## src/rtl/pool_layer_ctrl.sv

```systemverilog
// -----------------------------------------------------------------------------
// pool_layer_ctrl
//   Sequencer for the ReLU + 2x2/stride-2 max-pool stage. A pass walks every
//   pooling window of an IN_WIDTH x IN_WIDTH signed image that lives in a
//   sync-read memory. It fetches the in-range pixels of each window one tap at
//   a time and writes max(0, pixels) to the pooled-map buffer. The buffer can
//   apply backpressure through out_ready.
//
// Ports
//   clk, rst_n    clock (rising edge), async active-low reset
//   start         begin a pass; only looked at while idle
//   busy          high while a pass is in progress
//   done          one-cycle pulse when the pass completes
//   mem_rd_en     read strobe to the image memory
//   mem_addr      row*IN_WIDTH+col; 0 when mem_rd_en is low
//   mem_rd_data   signed pixel, valid the cycle after mem_rd_en
//   out_wr_en     pooled result valid
//   out_ready     buffer accepts; transfer on out_wr_en && out_ready
//   out_addr      orow*OUT_WIDTH+ocol; 0 when out_wr_en is low
//   out_data      pooled value (never negative)
// -----------------------------------------------------------------------------
module pool_layer_ctrl #(
  parameter int IN_WIDTH  = 5,
  parameter int OUT_WIDTH = 3,
  parameter int DATA_W    = 32,
  parameter int IN_AW     = $clog2(IN_WIDTH**2),
  parameter int OUT_AW    = $clog2(OUT_WIDTH**2)
) (
  input  logic                     clk,
  input  logic                     rst_n,
  input  logic                     start,
  output logic                     busy,
  output logic                     done,
  output logic                     mem_rd_en,
  output logic [IN_AW-1:0]         mem_addr,
  input  logic signed [DATA_W-1:0] mem_rd_data,
  output logic                     out_wr_en,
  input  logic                     out_ready,
  output logic [OUT_AW-1:0]        out_addr,
  output logic signed [DATA_W-1:0] out_data
);

  localparam int CW = (OUT_WIDTH > 1) ? $clog2(OUT_WIDTH) : 1;

  typedef enum logic [2:0] {IDLE, READ, CAPT, SKIP, WRITE, DONE} state_t;

  // Result of resolving one tap: whether the pixel lies inside the image,
  // and its memory address if it does.
  typedef struct packed {
    logic             hit;
    logic [IN_AW-1:0] addr;
  } tap_t;

  // Taps go (0,0),(0,1),(1,0),(1,1). On odd-sized maps the right and bottom
  // windows hang over the edge, and those taps are skipped.
  function automatic tap_t tap_lookup(input int orow_i, input int ocol_i,
                                      input int tap_i);
    tap_t t;
    int   r;
    int   c;
    r      = 2 * orow_i + tap_i / 2;
    c      = 2 * ocol_i + tap_i % 2;
    t.hit  = (r < IN_WIDTH) && (c < IN_WIDTH);
    t.addr = t.hit ? IN_AW'(r * IN_WIDTH + c) : '0;
    return t;
  endfunction

  state_t                     state;
  logic [CW-1:0]              orow;
  logic [CW-1:0]              ocol;
  logic [1:0]                 tap;
  logic signed [DATA_W-1:0]   acc;

  logic signed [DATA_W-1:0]   acc_new;
  logic                       last_col;
  logic                       last_win;
  logic [CW-1:0]              nxt_orow;
  logic [CW-1:0]              nxt_ocol;
  tap_t                       next_tap;   // next tap in the current window
  tap_t                       first_tap;  // tap 0 of the following window
  tap_t                       start_tap;  // tap 0 of window (0,0)

  // NOTE: every signal driven here gets a value on every path, so the
  // block stays purely combinational and no latch is inferred.
  always_comb begin
    acc_new   = acc;
    if (state == CAPT && mem_rd_data > acc) acc_new = mem_rd_data;
    last_col  = (int'(ocol) == OUT_WIDTH - 1);
    last_win  = last_col && (int'(orow) == OUT_WIDTH - 1);
    nxt_ocol  = last_col ? '0 : ocol + CW'(1);
    nxt_orow  = last_col ? orow + CW'(1) : orow;
    next_tap  = tap_lookup(int'(orow), int'(ocol), int'(tap) + 1);
    first_tap = tap_lookup(int'(nxt_orow), int'(nxt_ocol), 0);
    start_tap = tap_lookup(0, 0, 0);
  end

  // NOTE: state and registered outputs use non-blocking assignments so every
  // branch reads the values from before the clock edge.
  always_ff @(posedge clk or negedge rst_n) begin
    if (!rst_n) begin
      state     <= IDLE;
      orow      <= '0;
      ocol      <= '0;
      tap       <= '0;
      acc       <= '0;
      busy      <= 1'b0;
      done      <= 1'b0;
      mem_rd_en <= 1'b0;
      mem_addr  <= '0;
      out_wr_en <= 1'b0;
      out_addr  <= '0;
      out_data  <= '0;
    end else begin
      case (state)
        IDLE: begin
          if (start) begin
            orow <= '0;
            ocol <= '0;
            tap  <= '0;
            acc  <= '0;
            busy <= 1'b1;
            if (start_tap.hit) begin
              state     <= READ;
              mem_rd_en <= 1'b1;
              mem_addr  <= start_tap.addr;
            end else begin
              state <= SKIP;
            end
          end
        end

        // The strobe lasts exactly one cycle. The pixel arrives during CAPT.
        READ: begin
          state     <= CAPT;
          mem_rd_en <= 1'b0;
          mem_addr  <= '0;
        end

        // A skipped tap and a captured tap differ only in acc_new, so both
        // states share the code that advances the tap.
        CAPT, SKIP: begin
          acc <= acc_new;
          if (tap == 2'd3) begin
            state     <= WRITE;
            out_wr_en <= 1'b1;
            out_addr  <= OUT_AW'(int'(orow) * OUT_WIDTH + int'(ocol));
            out_data  <= acc_new;
          end else begin
            tap <= tap + 2'd1;
            if (next_tap.hit) begin
              state     <= READ;
              mem_rd_en <= 1'b1;
              mem_addr  <= next_tap.addr;
            end else begin
              state <= SKIP;
            end
          end
        end

        // Address and data hold until the buffer accepts the write.
        WRITE: begin
          if (out_ready) begin
            out_wr_en <= 1'b0;
            out_addr  <= '0;
            out_data  <= '0;
            acc       <= '0;
            tap       <= '0;
            if (last_win) begin
              state <= DONE;
              orow  <= '0;
              ocol  <= '0;
              busy  <= 1'b0;
              done  <= 1'b1;
            end else begin
              orow <= nxt_orow;
              ocol <= nxt_ocol;
              if (first_tap.hit) begin
                state     <= READ;
                mem_rd_en <= 1'b1;
                mem_addr  <= first_tap.addr;
              end else begin
                state <= SKIP;
              end
            end
          end
        end

        DONE: begin
          done  <= 1'b0;
          state <= IDLE;
        end

        default: state <= IDLE;
      endcase
    end
  end

endmodule
```

## config.mk

```make
export PLATFORM = sky130hd
export DESIGN_NAME = pool_layer_ctrl
export DESIGN_NICKNAME = d
export VERILOG_FILES = /design/src/rtl/pool_layer_ctrl.sv
export SDC_FILE = /design/constraint.sdc
export NUM_CORES = 1
export LEC_CHECK = 0
export ABC_AREA = 1
export ABC_CLOCK_PERIOD_IN_PS = 3000
export CORE_AREA = 2 2 113 115
export CTS_BUF_LIST = sky130_fd_sc_hd__clkbuf_2 sky130_fd_sc_hd__clkbuf_4 sky130_fd_sc_hd__clkbuf_8
export CTS_CLUSTER_SIZE = 24
export DETAILED_ROUTE_END_ITERATION = 12
export DIE_AREA = 0 0 115 117
export GPL_TIMING_DRIVEN = 0
export PLACE_DENSITY = 0.67
export SLEW_MARGIN = 20
export SYNTH_ARGS = -nofsm -noshare
export SYNTH_HDL_FRONTEND = slang
export SYNTH_SLANG_ARGS = --single-unit
export TNS_END_PERCENT = 20
```

## constraint.sdc

```tcl
create_clock -name clk -period 3 [get_ports clk]
set_clock_uncertainty 0.05 [all_clocks]
set_input_delay 0.75 -clock clk [delete_from_list [all_inputs] [get_ports clk]]
set_output_delay 0.75 -clock clk [all_outputs]
set_load 0.03 [all_outputs]
```

==> metrics.md, run 1 <==
| Metric | Value |
|---|---|
| Die area | `13,500 um2` |
| CP Max Fanout | `3` |
| Yosys reg bits | `86` |
| Area of the mapped netlist | `5350 um2` |
| Worst hold path type | `in2async` |
| Most common cell in the synthesized netlist | `sky130_fd_sc_hd__nand2_1` |
| Net count after synthesis | `778` |
| CTS H-tree lvls | `3` |
| Biggest area contributors in the synthesized netlist | `sky130_fd_sc_hd__dfrtp_1, sky130_fd_sc_hd__nand2_1, sky130_fd_sc_hd__ha_1` |
| Maxcap violations | `0` |
| Overall track demand over capacity in global routing | `0.214` |
| Core footprint | `12,300 um2` |
| Worst relative slew slack | `0.491` |
| Core occupancy in the finished layout | `0.543` |
| Total count of hold-check failures in the final report | `0` |
| Worst slack at placement | `-0.350 ns` |
| Number of buffer and inverter stages on the critical path | `0` |
| Number of DRC markers after the initial detailed-route iteration | `315` |
| Number of cells produced by synthesis | `689` |
| Kind of capture point of the worst setup path | `flip-flop` |
| Number of antenna violations at the first check in global routing | `0` |
| Root buf cell | `sky130_fd_sc_hd__clkbuf_8` |
| Data arrival at the endpoint of the critical path | `3.07 ns` |
| Synth top area share | `0.402` |
| Die span in y | `117 um` |
| Slack of the worst reg-to-reg path | `0.13 ns` |
| Ant. Diodes | `0` |
| Number of top-level design ports | `81` |
| Reg2reg path depth | `13` |
| Number of clock sinks | `86` |
| Sequential-to-total area share from yosys stat | `0.402` |
| Average via count per standard cell | `5.16` |
| Placed cell count | `920` |
| Weighted congestion reported at the end of routability-driven placement | `0.851` |
| Setup repair after global routing missed its margin | `false` |
| First-pass iteration count of the detailed router | `4` |
| Cts bufs inserted | `9` |
| Ranking of synthesized cells by instance count | `sky130_fd_sc_hd__nand2_1, sky130_fd_sc_hd__inv_1, sky130_fd_sc_hd__dfrtp_1, sky130_fd_sc_hd__nand3_1, sky130_fd_sc_hd__ha_1` |
| Number of distinct library cells after synthesis | `36` |
| Routed wire per std cell | `14.3 um` |
| Total DRC errors in the routed layout | `0` |
| Clk pin slew, worst setup/hold paths | `0.09 ns` |
| Filler cell count | `1,177` |
| Data required time at the worst endpoint | `3.21 ns` |
| Worst setup slack after layout | `0.134 ns` |
| Clock latency of the later-clocked register in the worst-skew pair | `0.37 ns` |
| Post-Route WL | `13,400 um` |
| Std-Cell Rows | `41` |
| Post-route clock period utilization | `0.955` |
| Most used flip-flop cell after synthesis | `sky130_fd_sc_hd__dfrtp_1` |
| Slew at the pin with the worst max-slew slack | `0.756 ns` |
| Starting density of the core | `0.434` |
| Worst setup path class | `reg2reg` |
| Critical-path cell with the highest stage delay | `sky130_fd_sc_hd__dfrtp_1` |
| # setup viols final | `0` |
| Largest delay contributor family on the critical path | `adder cells` |
| Post-layout power | `5.35 mW` |
| IR drop worst, VDD | `457 uV` |
| EDFF count, synth | `0` |
| Maximum achievable frequency | `349 MHz` |
| Synth warn | `0` |
| Share of synthesized registers carrying an async set or reset | `1.00` |
| TritonCTS clock tree | `built` |
| Global-route wire length before repair | `23,000 um` |
| Relative area change from synthesis to final layout | `25.1%` |
| Number of antenna-violating nets in the routed design | `0` |
| CP max stage delay | `0.42 ns` |
| CTS Hold Buffers Added | `0` |
| Width of the die | `115 um` |
| R2R Path End | `mem_addr[4]$_DFFE_PN0P_` |
| Vias in the first global route | `4,921` |
| Power per Cell Area | `801 nW/um2` |
| Library cell occupying the most area in the post-synthesis netlist | `sky130_fd_sc_hd__dfrtp_1` |
| Ratio of cells with drive above 1 in the final layout | `0.0850` |
| Result of the run | `finished clean` |
| Fin crit period | `2.87 ns` |
| Mean Syn Cell Area | `7.76 um2` |
| Port bufs | `80` |
| Startpoint type of the worst setup path | `flip-flop` |
| Critical path cell sequence | `ha_2 -> ha_1 -> ha_4 -> ha_1 -> ha_1 -> ha_4 -> nand2_1 -> nor2_1 -> a211oi_2 -> xor2_1 -> o22ai_1 -> nand2_1 -> nand2_1` |
| Final slew viol count | `0` |
| Pin count of the biggest net entering global routing | `45` |
| Leak Pwr | `3.50 nW` |
| Final-stage net count | `872` |
| Filler-free cell count of the finished design | `938` |
| DP HPWL | `9740 um` |
| Vias | `4,839` |
| Gr ovfl total | `0` |
| Worst reg2reg startpoint | `tap[1]$_DFFE_PN0P_` |
| Clock Path Buffers | `2` |
==> layer usage <==
layer | routed length, um | track usage
met2 | 6240 | 0.350
met5 | 0 | 0
met3 | 631 | 0.0288
met1 | 6250 | 0.287
met4 | 299 | 0.0924
==> sequential cells by signal, indices dropped and copies added, names as in the netlist <==
register,cells
mem_rd_en,1
tap,2
orow,2
state,3
busy,1
ocol,2
acc,32
done,1
out_addr,4
out_wr_en,1
out_data,32
mem_addr,5
==> placed cells by master (no fill, tap or decap), types with 2 or more instances in the layout <==
cell,n
sky130_fd_sc_hd__a21oi_1,18
sky130_fd_sc_hd__clkbuf_8,10
sky130_fd_sc_hd__nand3_2,2
sky130_fd_sc_hd__clkbuf_4,4
sky130_fd_sc_hd__nand3_1,70
sky130_fd_sc_hd__buf_4,6
sky130_fd_sc_hd__inv_2,5
sky130_fd_sc_hd__ha_1,44
sky130_fd_sc_hd__a22o_1,4
sky130_fd_sc_hd__o21a_1,2
sky130_fd_sc_hd__clkdlybuf4s50_1,79
sky130_fd_sc_hd__nand2_1,225
sky130_fd_sc_hd__clkinv_2,2
sky130_fd_sc_hd__o21ai_0,22
sky130_fd_sc_hd__nor2_1,18
sky130_fd_sc_hd__xnor2_1,2
sky130_fd_sc_hd__fa_1,4
sky130_fd_sc_hd__nor2_2,4
sky130_fd_sc_hd__dfrtp_1,86
sky130_fd_sc_hd__buf_1,4
sky130_fd_sc_hd__o22ai_1,2
sky130_fd_sc_hd__ha_4,4
sky130_fd_sc_hd__xor2_1,5
sky130_fd_sc_hd__clkbuf_1,4
sky130_fd_sc_hd__clkbuf_2,2
sky130_fd_sc_hd__nand2_2,2
sky130_fd_sc_hd__bufinv_16,2
sky130_fd_sc_hd__inv_1,91
sky130_fd_sc_hd__buf_2,8
sky130_fd_sc_hd__nand4_1,35
sky130_fd_sc_hd__nor2_4,4
sky130_fd_sc_hd__clkinvlp_4,2
==> final cells by class <==
class	count	area (um2)	area share
clock inverters	6	85.1	0.0127
plain buffers	26	144	0.0215
well taps	150	188	0.0281
inverters	97	367	0.0548
repair buffers	83	841	0.126
clock buffers	10	138	0.0206
multi-input cells	480	2770	0.415
flip-flops and latches	86	2150	0.322
==> metrics by stage <==
stage | area [um2] | setup TNS [ns] | hold slack [ns]
floorplan | 5350 | 0 | 0.399
global placement | 6340 | -188.84 | 0.412
detailed placement | 6360 | -17.86 | 0.415
CTS | 6600 | 0 | 0.335
global route | 6690 | 0 | 0.356
finish | 6690 | 0 | 0.311
==> how the worst max path moves through the flow <==
stage	to	startpoint	cells past startpoint	slack, ns
4_1_cts	mem_addr[4]$_DFFE_PN0P_	tap[1]$_DFFE_PN0P_	13	0.005
3_5_place_dp	acc[2]$_DFFE_PN0P_	mem_rd_data[27]	13	-0.35
5_1_grt	out_data[14]$_DFFE_PN0P_	mem_rd_data[23]	14	0.003
2_1_floorplan	mem_addr[4]$_DFFE_PN0P_	tap[0]$_DFFE_PN0P_	13	0.23
6_report	mem_addr[4]$_DFFE_PN0P_	tap[1]$_DFFE_PN0P_	13	0.13
3_3_place_gp	tap[1]$_DFFE_PN0P_	rst_n	1	-2.04
==> power by group <==
group / internal [mW] / total, mW / switching, mW
registers: 1.45 / 1.64 / 0.182
clock network: 0.489 / 0.937 / 0.448
logic: 0.956 / 2.78 / 1.83
==> kinds of logic after synthesis <==
group / share of synthesized area
AND/OR/NAND/NOR: 0.307
buffers and inverters: 0.0927
flip-flops: 0.402
AO/OA/AOI/OAI: 0.0564
adder cells (fa/ha/maj): 0.130
XOR/XNOR: 0.0115
==> worst register-to-register path, stage by stage (launching register included) <==
cell and delay [ns]:
sky130_fd_sc_hd__dfrtp_1 0.42, sky130_fd_sc_hd__ha_2 0.19, sky130_fd_sc_hd__ha_1 0.21, sky130_fd_sc_hd__ha_4 0.17, sky130_fd_sc_hd__ha_1 0.28, sky130_fd_sc_hd__ha_1 0.33, sky130_fd_sc_hd__ha_4 0.27, sky130_fd_sc_hd__nand2_1 0.05
sky130_fd_sc_hd__nor2_1 0.05, sky130_fd_sc_hd__a211oi_2 0.22, sky130_fd_sc_hd__xor2_1 0.23, sky130_fd_sc_hd__o22ai_1 0.15, sky130_fd_sc_hd__nand2_1 0.08, sky130_fd_sc_hd__nand2_1 0.05
==> repair_timing <==
action	in CTS	in global routing
setup endpoints to repair	1	61
endpoints found under the hold margin	0	0
pin swaps	1	3
setup buffers	1	1
gates resized for setup	1	24
Note: power is estimated with default switching activity, not from simulation.
==> run 2: changes to the inputs <==
--- a/config.mk
+++ b/config.mk
@@ -7,13 +7,13 @@
 export LEC_CHECK = 0
 export ABC_AREA = 1
 export ABC_CLOCK_PERIOD_IN_PS = 3000
-export CORE_AREA = 2 2 113 115
+export CORE_AREA = 2 2 107 120
 export CTS_BUF_LIST = sky130_fd_sc_hd__clkbuf_2 sky130_fd_sc_hd__clkbuf_4 sky130_fd_sc_hd__clkbuf_8
 export CTS_CLUSTER_SIZE = 24
 export DETAILED_ROUTE_END_ITERATION = 12
-export DIE_AREA = 0 0 115 117
+export DIE_AREA = 0 0 109 122
 export GPL_TIMING_DRIVEN = 0
-export PLACE_DENSITY = 0.67
+export PLACE_DENSITY = 0.68
 export SLEW_MARGIN = 20
 export SYNTH_ARGS = -nofsm -noshare
 export SYNTH_HDL_FRONTEND = slang
==> constraint.sdc (replaced) <==
create_clock -name clk -period 3 [get_ports clk]
set_clock_uncertainty 0.05 [all_clocks]
set_input_delay 0.45 -clock clk [delete_from_list [all_inputs] [get_ports clk]]
set_output_delay 0.45 -clock clk [all_outputs]
set_load 0.03 [all_outputs]
==> run 2 against run 1 <==
  * Sequential share of layout area is 0.12 points higher
  * Clock power fell by 6.6%
  * First-iteration DRC count down 8.9%
  * Global-route usage is 0.21 points lower
  * Non-clock buffer count increased by 1
  * Critical path depth is the same
  * Final area is 0.30% lower
  * Final cell count rose by 0.85%
  * Largest cell class unchanged
==> metrics.md, run 2 (synthesized netlist as in run 1, its figures left out) <==
| Metric | Value |
|---|---|
| Result of the run | `finished clean` |
| Power Internal | `2.84 mW` |
| Relative area change from synthesis to final layout | `24.7%` |
| Std-Cell Rows | `43` |
| Slew at the pin with the worst max-slew slack | `0.763 ns` |
| CP Max Fanout | `3` |
| Largest registers | `acc x32, out_data x32, mem_addr x5` |
| Switching power summed over all nets | `2.45 mW` |
| Post-Route WL | `13,500 um` |
| Ant. Diodes | `0` |
| Worst reg2reg startpoint | `tap[1]$_DFFE_PN0P_` |
| Clock latency of the later-clocked register in the worst-skew pair | `0.36 ns` |
| Multi-input gate area in the final layout | `2770 um2` |
| DP HPWL | `9760 um` |
| Reg2reg path depth | `13` |
| Number of antenna-violating nets in the routed design | `0` |
| Post-layout power | `5.29 mW` |
| Maxcap violations | `0` |
| Startpoint type of the worst setup path | `flip-flop` |
| Number of buffer and inverter stages on the critical path | `0` |
| Sequential cell area | `2150 um2` |
| Weighted congestion reported at the end of routability-driven placement | `0.879` |
| Fin crit period | `2.87 ns` |
| Hold slack | `0.0351 ns` |
| Vias in the first global route | `4,793` |
| Routed wire per std cell | `14.3 um` |
| Sw Ratio | `0.463` |
| Core occupancy in the finished layout | `0.546` |
| Width of the die | `109 um` |
| Clk pin slew, worst setup/hold paths | `0.09 ns` |
| Gr ovfl total | `0` |
| Number of DRC markers after the initial detailed-route iteration | `287` |
| Final-stage net count | `873` |
| Post-route clock period utilization | `0.955` |
| CTS H-tree lvls | `3` |
| Number of clock sinks | `86` |
| Vias | `4,866` |
| Average via count per standard cell | `5.14` |
| Critical-path cell with the highest stage delay | `sky130_fd_sc_hd__dfrtp_2` |
| Fraction of power consumed by sequential logic | `0.309` |
| Ratio of cells with drive above 1 in the final layout | `0.0786` |
| Power per Cell Area | `794 nW/um2` |
| Slack of the worst reg-to-reg path | `0.13 ns` |
| Kind of capture point of the worst setup path | `flip-flop` |
| IR drop worst, VDD | `503 uV` |
| Final slew viol count | `0` |
| Placed cell count | `927` |
| Setup repair after global routing missed its margin | `false` |
| Starting density of the core | `0.438` |
| Overall track demand over capacity in global routing | `0.212` |
| Total DRC errors in the routed layout | `0` |
| Clock Path Buffers | `2` |
| Total count of hold-check failures in the final report | `0` |
| Most common cell after layout, fill and taps aside | `sky130_fd_sc_hd__nand2_1` |
| Worst setup path class | `reg2reg` |
| TritonCTS clock tree | `built` |
| Number of top-level design ports | `81` |
| First-pass iteration count of the detailed router | `5` |
| Die area | `13,300 um2` |
| Filler-free cell count of the finished design | `946` |
| Port bufs | `80` |
| Part of the power in combinational logic | `0.525` |
| Global-route wire length before repair | `22,300 um` |
| Worst relative slew slack | `0.486` |
| Leak Pwr | `3.49 nW` |
| Data arrival at the endpoint of the critical path | `3.08 ns` |
| Maximum achievable frequency | `349 MHz` |
| Number of antenna violations at the first check in global routing | `0` |
| CP max stage delay | `0.44 ns` |
| Core footprint | `12,200 um2` |
| Largest delay contributor family on the critical path | `adder cells` |
| Filler cell count | `1,130` |
| Cts bufs inserted | `9` |
| Worst hold path type | `in2async` |
| # setup viols final | `0` |
| Data required time at the worst endpoint | `3.21 ns` |
| Root buf cell | `sky130_fd_sc_hd__clkbuf_8` |
| Leading cell types in the layout, fill and taps excluded | `sky130_fd_sc_hd__nand2_1, sky130_fd_sc_hd__inv_1, sky130_fd_sc_hd__dfrtp_1` |
| Pin count of the biggest net entering global routing | `45` |
| Critical path cell sequence | `ha_4 -> ha_2 -> ha_4 -> ha_1 -> ha_4 -> ha_1 -> nand2_1 -> nor2_1 -> a211oi_2 -> xor2_1 -> o22ai_1 -> nand2_1 -> nand2_1` |
| Clock Power Share | `0.165` |
| R2R Path End | `mem_addr[4]$_DFFE_PN0P_` |
| Die span in y | `122 um` |
run 2: power by group through the flow:
stage	Combinational, mW	Sequential [mW]	Clock, mW
after floorplan	1.66	1.83	0
after global placement	2.62	1.64	0
after detailed placement	2.70	1.65	0
after CTS	2.73	1.63	0.879
after global routing	3.12	1.67	0.933
final	2.78	1.64	0.875
run 2: repair_timing:
item,4_1_cts,5_1_grt
hold buffers,0,0
pin swaps,1,3
endpoints found under the setup margin,1,1
gates resized for setup,1,8
setup buffers,1,2
run 2: how the worst max path moves through the flow:
| stage | start | end | slack, ns | depth (start not counted) |
|---|---|---|---|---|
| after floorplan | tap[0]$_DFFE_PN0P_ | mem_addr[4]$_DFFE_PN0P_ | 0.23 | 13 |
| after global placement | rst_n | out_data[27]$_DFFE_PN0P_ | -1.74 | 1 |
| after detailed placement | tap[0]$_DFFE_PN0P_ | mem_addr[4]$_DFFE_PN0P_ | -0.05 | 13 |
| after CTS | tap[1]$_DFFE_PN0P_ | mem_addr[4]$_DFFE_PN0P_ | 0.02 | 13 |
| after global routing | tap[1]$_DFFE_PN0P_ | mem_addr[4]$_DFFE_PN0P_ | 0.03 | 13 |
| final | tap[1]$_DFFE_PN0P_ | mem_addr[4]$_DFFE_PN0P_ | 0.13 | 13 |
run 2: area by class of cell:
| cell class | instances | area share |
|---|---|---|
| tap | 157 | 0.0295 |
| clock inverter | 4 | 0.00676 |
| sequential | 86 | 0.323 |
| clock buffer | 12 | 0.0238 |
| timing repair buffer | 84 | 0.127 |
| buffer | 26 | 0.0193 |
| multi-input combinational | 480 | 0.415 |
| inverter | 97 | 0.0550 |
run 2: layer usage:
metal,vias to the layer above,share of wire,GRT usage
met1,2313,0.46,0.288
met5,-,0,0
met2,114,0.48,0.342
met4,0,0.023,0.0833
li1,2417,-,-
met3,22,0.042,0.0289
run 2: metrics by stage:
step	setup TNS, ns	setup WS, ns	cell area (um2)
finish	0	0.134	6670
global route	0	0.0349	6670
CTS	0	0.0203	6590
detailed placement	-0.0547	-0.0492	6370
global placement	-149.63	-1.74	6340
floorplan	0	0.227	5350
